`src/rtl/register_file_unit.sv`:
```
// ---------------------------------------------------------------------------
// register_file_unit
//
// Clocked register unit for the relay-computer datapath. Holds NUM_REGS
// general registers (A, B, C, D, M1, M2, X, Y by default) and exposes
// NUM_PAIRS 16-bit register pairs (M, XY) built from adjacent registers,
// high register at the even offset from PAIR_BASE.
//
// Writes happen on the rising clock edge under sequencer load controls.
// Reads are combinational onto the data bus and address bus, each with an
// output-enable. Bus contention and same-cycle write collisions are
// latched into sticky error flags.
//
// Optional feature (compile-time macro REGFILE_PAIR_INC_EN):
//   Adds the inc_addr port and a per-pair +1 incrementer. Without the macro
//   the port and the incrementer logic do not exist.
//
// Ports:
//   clock          system clock, rising edge active
//   reset          asynchronous, active-high reset
//   ld_data        per-register load from data_in
//   sel_data       per-register data bus drive request
//   ld_addr        per-pair load from addr_in
//   sel_addr       per-pair address bus drive request
//   inc_addr       per-pair increment request (REGFILE_PAIR_INC_EN only)
//   data_in        data bus value to load
//   addr_in        address bus value to load (high:low)
//   clr_err        synchronous clear of the error flags
//   data_out       register at the lowest set sel_data index, else 0
//   data_oe        data bus enable (OR of sel_data)
//   addr_out       pair at the lowest set sel_addr index, else 0
//   addr_oe        address bus enable (OR of sel_addr)
//   err_data_cont  sticky: more than one sel_data bit was high
//   err_addr_cont  sticky: more than one sel_addr bit was high
//   err_wr_coll    sticky: a register was hit by a pair write and ld_data
// ---------------------------------------------------------------------------
module register_file_unit #(
  parameter int DATA_W    = 8,
  parameter int NUM_REGS  = 8,
  parameter int PAIR_BASE = 4,
  parameter int NUM_PAIRS = 2
) (
  input  logic                  clock,
  input  logic                  reset,
  input  logic [NUM_REGS-1:0]   ld_data,
  input  logic [NUM_REGS-1:0]   sel_data,
  input  logic [NUM_PAIRS-1:0]  ld_addr,
  input  logic [NUM_PAIRS-1:0]  sel_addr,
`ifdef REGFILE_PAIR_INC_EN
  input  logic [NUM_PAIRS-1:0]  inc_addr,
`endif
  input  logic [DATA_W-1:0]     data_in,
  input  logic [2*DATA_W-1:0]   addr_in,
  input  logic                  clr_err,
  output logic [DATA_W-1:0]     data_out,
  output logic                  data_oe,
  output logic [2*DATA_W-1:0]   addr_out,
  output logic                  addr_oe,
  output logic                  err_data_cont,
  output logic                  err_addr_cont,
  output logic                  err_wr_coll
);

  localparam int PAIR_W = 2 * DATA_W;

  // Current register contents, gathered from the per-register flops
  logic [DATA_W-1:0] reg_val [NUM_REGS];
  // Current pair contents, high:low
  logic [PAIR_W-1:0] pair_val [NUM_PAIRS];
`ifdef REGFILE_PAIR_INC_EN
  // Pair value plus one, wrapping at 2^PAIR_W
  logic [PAIR_W-1:0] pair_next [NUM_PAIRS];
`endif
  // Per-register collision between a pair write and ld_data
  logic [NUM_REGS-1:0] wr_coll;

  // -------------------------------------------------------------------------
  // Pair views of the register array
  // -------------------------------------------------------------------------
  for (genvar k = 0; k < NUM_PAIRS; k++) begin : g_pair_view
    assign pair_val[k] = {reg_val[PAIR_BASE + 2*k], reg_val[PAIR_BASE + 2*k + 1]};
`ifdef REGFILE_PAIR_INC_EN
    assign pair_next[k] = pair_val[k] + PAIR_W'(1);
`endif
  end

  // -------------------------------------------------------------------------
  // Per-register storage and write priority
  // -------------------------------------------------------------------------
  for (genvar i = 0; i < NUM_REGS; i++) begin : g_reg
    localparam int OFS     = i - PAIR_BASE;
    localparam bit IN_PAIR = (i >= PAIR_BASE) && (i < PAIR_BASE + 2*NUM_PAIRS);

    logic [DATA_W-1:0] val_q;
    logic [DATA_W-1:0] val_d;
    logic              pair_ld;
    logic [DATA_W-1:0] pair_ld_val;
`ifdef REGFILE_PAIR_INC_EN
    logic              pair_inc;
    logic [DATA_W-1:0] pair_inc_val;
`endif

    if (IN_PAIR) begin : g_member
      // Even offset from PAIR_BASE is the high half of the pair
      localparam int K    = OFS / 2;
      localparam bit HIGH = (OFS % 2) == 0;

      assign pair_ld     = ld_addr[K];
      assign pair_ld_val = HIGH ? addr_in[PAIR_W-1:DATA_W] : addr_in[DATA_W-1:0];
`ifdef REGFILE_PAIR_INC_EN
      assign pair_inc     = inc_addr[K];
      assign pair_inc_val = HIGH ? pair_next[K][PAIR_W-1:DATA_W]
                                 : pair_next[K][DATA_W-1:0];
`endif
    end else begin : g_solo
      assign pair_ld     = 1'b0;
      assign pair_ld_val = '0;
`ifdef REGFILE_PAIR_INC_EN
      assign pair_inc     = 1'b0;
      assign pair_inc_val = '0;
`endif
    end

    // Pair load beats increment beats data load; otherwise hold
    always_comb begin
      val_d = val_q;
      if (pair_ld) begin
        val_d = pair_ld_val;
      end
`ifdef REGFILE_PAIR_INC_EN
      else if (pair_inc) begin
        val_d = pair_inc_val;
      end
`endif
      else if (ld_data[i]) begin
        val_d = data_in;
      end
    end

    always_ff @(posedge clock or posedge reset) begin
      if (reset) begin
        val_q <= '0;
      end else begin
        val_q <= val_d;
      end
    end

    assign reg_val[i] = val_q;

`ifdef REGFILE_PAIR_INC_EN
    assign wr_coll[i] = ld_data[i] & (pair_ld | pair_inc);
`else
    assign wr_coll[i] = ld_data[i] & pair_ld;
`endif
  end

  // -------------------------------------------------------------------------
  // Data bus read: lowest set select index wins, scanning downward so the
  // last assignment is the lowest index
  // -------------------------------------------------------------------------
  logic [DATA_W-1:0] data_mux;

  always_comb begin
    data_mux = '0;
    for (int i = NUM_REGS - 1; i >= 0; i--) begin
      if (sel_data[i]) begin
        data_mux = reg_val[i];
      end
    end
  end

  // -------------------------------------------------------------------------
  // Address bus read: same lowest-index scheme over the pairs
  // -------------------------------------------------------------------------
  logic [PAIR_W-1:0] addr_mux;

  always_comb begin
    addr_mux = '0;
    for (int k = NUM_PAIRS - 1; k >= 0; k--) begin
      if (sel_addr[k]) begin
        addr_mux = pair_val[k];
      end
    end
  end

  // Outputs are forced quiet while reset is held, whatever the selects say
  assign data_out = reset ? '0 : data_mux;
  assign data_oe  = ~reset & (|sel_data);
  assign addr_out = reset ? '0 : addr_mux;
  assign addr_oe  = ~reset & (|sel_addr);

  // -------------------------------------------------------------------------
  // Error detection. x & (x-1) clears the lowest set bit, so a nonzero
  // result means two or more selects are active.
  // -------------------------------------------------------------------------
  logic data_cont_now;
  logic addr_cont_now;
  logic wr_coll_now;

  assign data_cont_now = |(sel_data & (sel_data - NUM_REGS'(1)));
  assign addr_cont_now = |(sel_addr & (sel_addr - NUM_PAIRS'(1)));
  assign wr_coll_now   = |wr_coll;

  // -------------------------------------------------------------------------
  // Sticky error flags: a fresh error outranks clr_err in the same cycle
  // -------------------------------------------------------------------------
  logic err_data_cont_q, err_data_cont_d;
  logic err_addr_cont_q, err_addr_cont_d;
  logic err_wr_coll_q,   err_wr_coll_d;

  always_comb begin
    err_data_cont_d = data_cont_now | (err_data_cont_q & ~clr_err);
    err_addr_cont_d = addr_cont_now | (err_addr_cont_q & ~clr_err);
    err_wr_coll_d   = wr_coll_now   | (err_wr_coll_q   & ~clr_err);
  end

  always_ff @(posedge clock or posedge reset) begin
    if (reset) begin
      err_data_cont_q <= 1'b0;
      err_addr_cont_q <= 1'b0;
      err_wr_coll_q   <= 1'b0;
    end else begin
      err_data_cont_q <= err_data_cont_d;
      err_addr_cont_q <= err_addr_cont_d;
      err_wr_coll_q   <= err_wr_coll_d;
    end
  end

  assign err_data_cont = err_data_cont_q;
  assign err_addr_cont = err_addr_cont_q;
  assign err_wr_coll   = err_wr_coll_q;

endmodule

```
`config.mk`:
```
export PLATFORM = sky130hd
export DESIGN_NAME = register_file_unit
export DESIGN_NICKNAME = d
export VERILOG_FILES = /design/src/rtl/register_file_unit.sv
export SDC_FILE = /design/constraint.sdc
export NUM_CORES = 1
export LEC_CHECK = 0
export ABC_AREA = 0
export CORE_MARGIN = 3
export CORE_UTILIZATION = 56
export CTS_CLUSTER_DIAMETER = 80
export DETAILED_ROUTE_END_ITERATION = 8
export PLACE_DENSITY = 0.95
export SLEW_MARGIN = 30
export SYNTH_ARGS = -nofsm -noshare
export SYNTH_HDL_FRONTEND = slang
export SYNTH_SLANG_ARGS = --single-unit
```
`constraint.sdc`:
```
create_clock -name clock -period 11.7 [get_ports clock]
set_input_delay 2.34 -clock clock [delete_from_list [all_inputs] [get_ports clock]]
set_output_delay 2.34 -clock clock [all_outputs]
set_load 0.03 [all_outputs]
```
Yosys cells after proc, flatten, opt, wreduce, memory -nomap -nowiden
Cells that the tools add are included.

cells by class
  bitwise operators = 16
  multiplexer cells = 20
  reductions and logical operators = 9
  add/sub/neg operators = 2

operators with widths
  operator                                          number
  2-to-1 mux 8 bit                                  17
  2-to-1 mux 16 bit                                 3
  OR reduction 8 bit                                2
  AND 1 bit                                         9
  AND 8 bit                                         1
  nonzero test 2 bit                                4
  subtractor 8 x 1 -> 8 bit, second input constant  1
  OR reduction 2 bit                                2
  OR reduction 4 bit                                1
  bitwise OR 1 bit                                  3
  AND 2 bit                                         1
  inverter 1 bit                                    2
  subtractor 2 x 1 -> 2 bit, second input constant  1

storage, ports and cells
  output and inout bits = 29
  word-level logic and storage cells = 58
  register bits = 67
  bits of input ports = 47

Logic depth before layout (Yosys ltp)
Gate-level depths: netlist of run 1.

  depth after elaboration = 9
  mapped depth = 6
  depth with buffers taken out = 4

Least setup slack after synthesis of run 1
No wires, ideal clock.

  path kind = input port to output port
  start = input port reset
  end = output port addr_out[10]
  stages = 5
  arrival time = 5.164 ns
  required time = 9.360 ns
  path buffers = 2
  path slack = 4.196 ns
  cell sequence = buf_2 > inv_1 > o21ai_1 > clkbuf_1 > nor2_1

between the ends
  word-level cells in the longest chain between the ends = 1

ends and longest elaborated chain
  item                line  source
  start: declaration  44    input logic reset,
  2-to-1 mux 16 bit   189   assign addr_out = reset ? '0 : addr_mux;
  end: declaration    57    output logic [2*DATA_W-1:0] addr_out,

No other way between the ends.

Worst setup path in the final report of run 1
  start = input port reset
  end = output port addr_out[8]

Same word-level chain as after synthesis.

==> impl_metrics.ini, run 1 <==
[run_status]
status = finished clean

[critical_path]
crit_type = input port to output port
rrSetupSlack_ns = 10.82
critPathMostFrequentCell = clkdlybuf4s50_1
reg2reg_depth = 3
worstPathRequired_ns = 9.36
crit_arrival_ns = 5.13
crit_family = buffers and inverters
crit_chain = clkdlybuf4s50_1, inv_2, buf_4, o21ai_2, nor2_1, clkdlybuf4s50_1
timing.critical_path.slowest_stage_cell = clkdlybuf4s50_1
worst-path-buf-inv = 4
critPathLaunchType = input port
r2r-start = err_data_cont$_DFF_PP0_
crit_fanout = 68
end_kind = output port
max_stage_delay_ns = 0.69
reg2reg_to = err_data_cont$_DFF_PP0_

[yosys]
synthArstFlopShare = 1.00
syn_area_mm2 = 0.00368
yosysWarnings = 0
synth_area_per_cell_um2 = 9.52
synth_edf_count = 0
yosys-top-cells-area = dfrtp_1 (46%), mux2i_1 (13%), mux2_2 (7.6%)
ys_seq_area_frac = 0.455
synth_top_area_frac = 0.455
yosys.area.top_type = dfrtp_1
postSynthCellCount = 387
synth_seq_cells = 67
synth_cell_types = 25
synthFlopType = dfrtp_1
syn_nets = 434

[route]
drc = 0
wire_per_inst_um = 19.1
wirelength_um = 9990
route.antenna.remaining_nets = 0
drtIter0Drc = 267
drt_first_pass_iters = 5
via_count = 3234
avgViaCountPerCell = 6.17

[timing]
fin_ws_ns = 4.23
finalHoldViolCount = 0
fin_crit_sh = 0.639
min_period_ns = 7.48
skew_ns = 0
finalSetupViolations = 0
tightest_slew_ns = 0.856
maxSlewHeadroom = 0.430
fmax_mhz = 134
holdWs_ns = 0.505
rsz0062_at_grt = no
fin_tns_setup_ns = 0
slew_viol_final = 0

[clock_network]
cts_resized = 0
cts_hold_buf = 0
path_clk_slew_ns = 0.07
clk_latency_ns = 0.34
cts.path.max_buffers = 2
numCtsBuffers = 9
cts_tree = done
htree_levels = 3
cts-root-buf = clkbuf_8
cts.sinks = 67
postCtsSetupRepairBufs = 0

[placed_design]
dp_slack_ns = 4.21
gp_congestion = 0.852
dpl-instance-area_mm2 = 0.00440
hpwlAfterDp_um = 6660
io_buffers = 75
placed_cells = 508

[hold_path]
worstHoldPathCells = 1
whs_endpoint = g_reg[2].val_q[0]$_DFFE_PP0P_
hold_path.class = flip-flop to flip-flop
worstHoldStart = g_reg[2].val_q[0]$_DFFE_PP0P_

[pwr]
p_leak_nw = 1.99
p_total_uw = 642
irDropWorstVdd_mv = 0.0976
p_per_area_mw_per_mm2 = 138

[global_route]
use_met2 = 0.468
grt_usage = 0.282
first_global_vias = 3386
use_met1 = 0.354
grt.overflow.total = 0
met3_usage = 0.0397
grt_max_degree = 69
antenna_found_initial = 0
busiest_layer = met2
grt_pass1_wl_um = 16400

[floorplanning]
core_mm2 = 0.00613
pin_count = 76
die_y_um = 87.1
die_width_um = 87.1
start_util = 0.601
die-area_mm2 = 0.00759
row_count = 28

[layout]
design_area_mm2 = 0.00465
nets = 491
syn_to_final_growth_pct = 26.3
drive_above_1_share = 0.111
antennaDiodeCount = 0
fin_util = 0.759
finalNonFillerCells = 524

[run]
cap_violations = 0
## how the worst max path moves through the flow
stage,startpoint,endpoint,slack [ns],cells past startpoint
after detailed placement,reset,addr_out[15],4.21,6
after global routing,reset,addr_out[8],3.97,6
final,reset,addr_out[8],4.23,6
after floorplan,reset,addr_out[10],4.20,5
after CTS,reset,addr_out[15],4.18,6
after global placement,reset,addr_out[15],4.03,6
## layout make-up
cell class              count  area (um^2)
repair buffers             76          743
clock buffers              12          165
clock inverters             4         95.1
fillers                   395         1480
flip-flops and latches     67         1680
inverters                  11         41.3
well taps                  75         93.8
multi-input cells         279         1840
## Yosys cell counts, types with 2 or more instances
library cell / instances
o21ai_0: 52
o211ai_1: 8
nor3b_1: 16
nor2b_1: 9
a21oi_1: 10
nand3_1: 2
nor3_1: 16
clkbuf_1: 19
mux2i_1: 48
mux2_2: 25
nand2_1: 57
a221oi_1: 8
nor2_1: 20
inv_1: 11
buf_2: 10
dfrtp_1: 67
## cells in the final DEF, fill, tap and decap left out, drive strengths merged, types with 4 or more instances in the layout
master and instances:
mux2i 48, nor3b 16, clkbuf 12, nor2b 9, buf 4, a221oi 8, nor3 16, nand2 57
o21ai 53, nor2 21, clkdlybuf4s50 72, inv 11, o211ai 8, a21oi 10, dfrtp 67, mux2 25
## registers in the layout, indices dropped and copies added, names as in the netlist
signal,cells
g.val_q,64
err_addr_cont,1
err_data_cont,1
err_wr_coll,1
## layer usage
metal,share of wire,vias up
met5,0,-
met4,0.033,0
met3,0.077,26
met2,0.50,177
met1,0.39,1560
li1,-,1471
## power breakdown
group	internal (mW)	switching, mW
Combinational	0.0565	0.0714
Sequential	0.253	0.0145
Clock	0.159	0.0873
## cell families (layout without fill, tap and decap cells)
logic type / after synthesis / in the layout / share of synthesized area
buf+inv: 41 / 103 / 0.0472
compound gates: 82 / 82 / 0.132
flops: 67 / 67 / 0.455
mux: 73 / 73 / 0.207
simple gates: 124 / 124 / 0.159
## worst register-to-register path, cell delays in order (launching register included)
cell and delay (ns):
dfrtp_1 0.37, nor2b_1 0.15, a21oi_1 0.12, nand3_1 0.12
(Power assumes the default switching activity.)
==> run 2: changes to the inputs <==
CORE_UTILIZATION = 52   (was 56)
PLACE_DENSITY = 0.91   (was 0.95)
clock period = 6.9 ns   (was 11.7 ns; I/O delays follow)
==> run 2 against run 1 <==
  * Sequential share of layout area up 0.097 points
  * Sequential cell count unchanged
  * Register-to-register slack worse by 4.8 ns
  * Die area is 7.2% higher
  * Worst hold slack about the same
  * Combinational power rose by 70%
  * Utilization decreased by 8.0 points
  * Clock power rose by 44%
  * Critical path depth unchanged
  * Sequential power rose by 69%
  * Non-clock buffer count rose by 1
  * First-iteration DRC count is 19% higher
  * Critical path type unchanged
  * Critical endpoint is now data_out[4]
  * Largest power group unchanged
  * Highest routed layer unchanged
==> impl_metrics.ini, run 2 (synthesis results as in run 1) <==
[clock_network]
numCtsBuffers = 9
cts_tree = done
cts.sinks = 67
path_clk_slew_ns = 0.08
cts.path.max_buffers = 2
htree_levels = 3
postCtsSetupRepairBufs = 0
cts-root-buf = clkbuf_8
cts_resized = 0
clk_latency_ns = 0.34
cts_hold_buf = 0

[layout]
syn_to_final_growth_pct = 25.9
final_common_cell = clkdlybuf4s50_1
drive_above_1_share = 0.107
antennaDiodeCount = 0
finalNonFillerCells = 546
regMostFlops = g.val_q
register_area_mm2 = 0.00168
nFillCells = 529
multiInputGateArea_mm2 = 0.00184
nets = 492
fin_util = 0.679
final_cell_mix = clkdlybuf4s50_1 (73), dfrtp_1 (67), nand2_1 (57)
largest_reg_flops = 64

[route]
route.antenna.remaining_nets = 0
avgViaCountPerCell = 5.97
drt_first_pass_iters = 5
wirelength_um = 10200
drc = 0
wire_per_inst_um = 18.6
via_count = 3259
drtIter0Drc = 319

[critical_path]
end_kind = output port
r2r-start = err_data_cont$_DFF_PP0_
crit_arrival_ns = 4.02
reg2reg_to = err_data_cont$_DFF_PP0_
critPathLaunchType = input port
crit_type = input port to output port
crit_fanout = 20
worstPathRequired_ns = 5.52
reg2reg_depth = 3
rrSetupSlack_ns = 5.99

[timing]
slew_viol_final = 0
finalHoldViolCount = 0
rsz0062_at_grt = no
fin_crit_sh = 0.783
skew_ns = 0
tightest_slew_ns = 0.842
fin_ws_ns = 1.50
min_period_ns = 5.40
fmax_mhz = 185
fin_tns_setup_ns = 0
maxSlewHeadroom = 0.439
finalSetupViolations = 0

[placed_design]
hpwlAfterDp_um = 6960
io_buffers = 75
gp_congestion = 0.837
placed_cells = 530
dp_slack_ns = 1.60

[global_route]
grt.overflow.total = 0
grt_pass1_wl_um = 16700
grt_usage = 0.259
grt_max_degree = 68
antenna_found_initial = 0
first_global_vias = 3322

[pwr]
p_leak_nw = 1.97
p_per_area_mw_per_mm2 = 221
irDropWorstVdd_mv = 0.145
p_total_mw = 1.03

[floorplanning]
core_mm2 = 0.00683
row_count = 30
die-area_mm2 = 0.00813
pin_count = 76
die_width_um = 90.2
start_util = 0.539
die_y_um = 90.2

[hold_path]
whs_endpoint = g_reg[2].val_q[0]$_DFFE_PP0P_
worstHoldStart = g_reg[2].val_q[0]$_DFFE_PP0P_
hold_path.class = flip-flop to flip-flop
worstHoldPathCells = 1

[run]
cap_violations = 0

[run_status]
status = finished clean
==> run 2: metal layers <==
metal  global-route usage  wire (um)
met1                0.337       4230
met2                0.431       5100
met3               0.0519        653
met4               0.0931        180
met5                    0          0
==> run 2: report_power, final <==
group / switching (mW) / leakage [nW] / total (mW) / internal (mW)
Sequential: 0.0248 / 0.795 / 0.454 / 0.429
Clock: 0.152 / 0.103 / 0.355 / 0.203
Combinational: 0.121 / 1.07 / 0.217 / 0.0964
==> run 2: stage by stage <==
step           cell area, um^2  hold slack, ns
2_1_floorplan             3680           0.475
3_3_place_gp              4440           0.483
3_5_place_dp              4440           0.490
4_1_cts                   4650           0.507
5_1_grt                   4640           0.525
6_report                  4640           0.505
==> run 2: cell type report <==
cell class                 instances  area share
inverter                          11     0.00890
tap                               96      0.0259
clock buffer                      11      0.0283
sequential                        67       0.361
timing repair buffer              77       0.163
multi-input combinational        279       0.396
clock inverter                     5      0.0167
==> run 2: worst max path at each step <==
stage	start	to	slack [ns]	cells after the start
after CTS	sel_data[4]	data_out[5]	1.58	6
after global routing	sel_data[4]	data_out[5]	1.38	6
after global placement	sel_data[4]	data_out[4]	1.67	6
after detailed placement	sel_data[4]	data_out[4]	1.60	6
final	sel_data[4]	data_out[4]	1.50	6
after floorplan	reset	addr_out[10]	1.32	5
==> run 2: critical path, stage by stage <==
cell and delay [ns]:
clkdlybuf4s50_1 0.81, nor2_2 0.54, o211ai_1 0.20, a221oi_1 0.37
nor3_1 0.10, clkdlybuf4s50_1 0.61
==> run 3: changes to the inputs <==
CORE_UTILIZATION = 47   (was 52)
PLACE_DENSITY = 0.87   (was 0.91)
clock period = 4.9 ns   (was 6.9 ns; I/O delays follow)
==> run 3 against run 2 <==
  * Utilization is 5.3 points lower
  * Die area rose by 9.9%
  * Register-to-register slack lost 2.0 ns
  * Sequential cell count is the same
  * Cell area increased by 0.49%
  * Routed wire length down 2.1%
  * Non-clock buffer count rose by 2
==> impl_metrics.ini, run 3 (synthesis results as in run 1) <==
[route]
wire_per_inst_um = 18.1
drt_first_pass_iters = 5
route.antenna.remaining_nets = 0
drc = 0
wirelength_um = 9960
avgViaCountPerCell = 5.81
drtIter0Drc = 206
via_count = 3203

[layout]
multiInputGateArea_mm2 = 0.00183
nets = 494
largest_reg_flops = 64
syn_to_final_growth_pct = 26.6
drive_above_1_share = 0.113
antennaDiodeCount = 0
regMostFlops = g.val_q
nFillCells = 621
register_area_mm2 = 0.00168
fin_util = 0.626
finalNonFillerCells = 551
final_cell_mix = clkdlybuf4s50_1 (73), dfrtp_1 (67), nand2_1 (57)
final_common_cell = clkdlybuf4s50_1

[timing]
fin_ws_ns = 0.479
min_period_ns = 4.42
fmax_mhz = 226
maxSlewHeadroom = 0.435
fin_tns_setup_ns = 0
fin_crit_sh = 0.902
rsz0062_at_grt = no
slew_viol_final = 0
finalSetupViolations = 0
skew_ns = 0
tightest_slew_ns = 0.848
finalHoldViolCount = 0

[critical_path]
r2r-start = err_data_cont$_DFF_PP0_
crit_type = input port to output port
reg2reg_depth = 3
critPathLaunchType = input port
worstPathRequired_ns = 3.92
crit_arrival_ns = 3.44
reg2reg_to = err_data_cont$_DFF_PP0_
end_kind = output port
crit_fanout = 20
rrSetupSlack_ns = 3.99

[hold_path]
hold_path.class = flip-flop to flip-flop
worstHoldStart = g_reg[2].val_q[5]$_DFFE_PP0P_
worstHoldPathCells = 1
whs_endpoint = g_reg[2].val_q[5]$_DFFE_PP0P_

[global_route]
busiest_layer = met2
use_met2 = 0.404
grt_pass1_wl_um = 16000
first_global_vias = 3178
met3_usage = 0.0637
antenna_found_initial = 0
grt_max_degree = 68
grt_usage = 0.237
use_met1 = 0.295
grt.overflow.total = 0

[clock_network]
numCtsBuffers = 9
clk_latency_ns = 0.35
cts_resized = 0
cts_tree = done
cts_hold_buf = 0
cts-root-buf = clkbuf_8
postCtsSetupRepairBufs = 0
htree_levels = 3
cts.path.max_buffers = 2
cts.sinks = 67
path_clk_slew_ns = 0.07

[placed_design]
io_buffers = 75
placed_cells = 535
hpwlAfterDp_um = 7140
gp_congestion = 0.874
dp_slack_ns = 0.539

[floorplanning]
die_y_um = 94.5
row_count = 31
die_width_um = 94.5
start_util = 0.495
core_mm2 = 0.00745
die-area_mm2 = 0.00894
pin_count = 76

[run_status]
status = finished clean

[pwr]
p_leak_nw = 1.97
irDropWorstVdd_mv = 0.190
p_per_area_mw_per_mm2 = 310

[run]
cap_violations = 0
## run 3: cell type report
class	instances	area share
Clock buffer	9	0.0266
Clock inverter	7	0.0199
Multi-Input combinational cell	279	0.393
Sequential cell	67	0.360
Tap cell	99	0.0266
Inverter	11	0.00885
Timing Repair Buffer	79	0.165
## run 3: worst max-delay path by stage
stage                           start      endpoint  slack (ns)  cells after the start
after global routing      sel_data[4]   data_out[2]        0.27                      6
final                     sel_data[4]   data_out[6]        0.48                      6
after global placement    sel_data[4]   data_out[3]        0.63                      6
after floorplan                 reset  addr_out[10]        0.12                      5
after detailed placement  sel_data[4]   data_out[2]        0.54                      6
after CTS                 sel_data[4]   data_out[6]        0.50                      6
## run 3: stage by stage
step	hold WS, ns	power, mW	area (um^2)
6_report	0.504	1.45	4660
5_1_grt	0.523	1.51	4660
3_3_place_gp	0.484	0.943	4460
2_1_floorplan	0.475	0.827	3680
3_5_place_dp	0.490	0.955	4460
4_1_cts	0.507	1.45	4670
## run 3: where the power goes
group / internal, mW / switching [mW] / total, mW / leakage (nW)
Clock: 0.284 / 0.217 / 0.501 / 0.101
Sequential: 0.605 / 0.0375 / 0.642 / 0.795
Combinational: 0.137 / 0.166 / 0.302 / 1.08
## run 3: per-layer routing
metal / vias to the layer above / share of wire
met3: 20 / 0.063
met2: 124 / 0.51
met4: 0 / 0.020
li1: 1472 / -
met1: 1587 / 0.41
met5: - / 0
## run 3: worst max-delay path, stage by stage
cell and delay (ns):
clkdlybuf4s50_1 0.74, nor2_2 0.48, o211ai_1 0.16, a221oi_1 0.37, nor3_1 0.09, clkdlybuf4s50_1 0.61
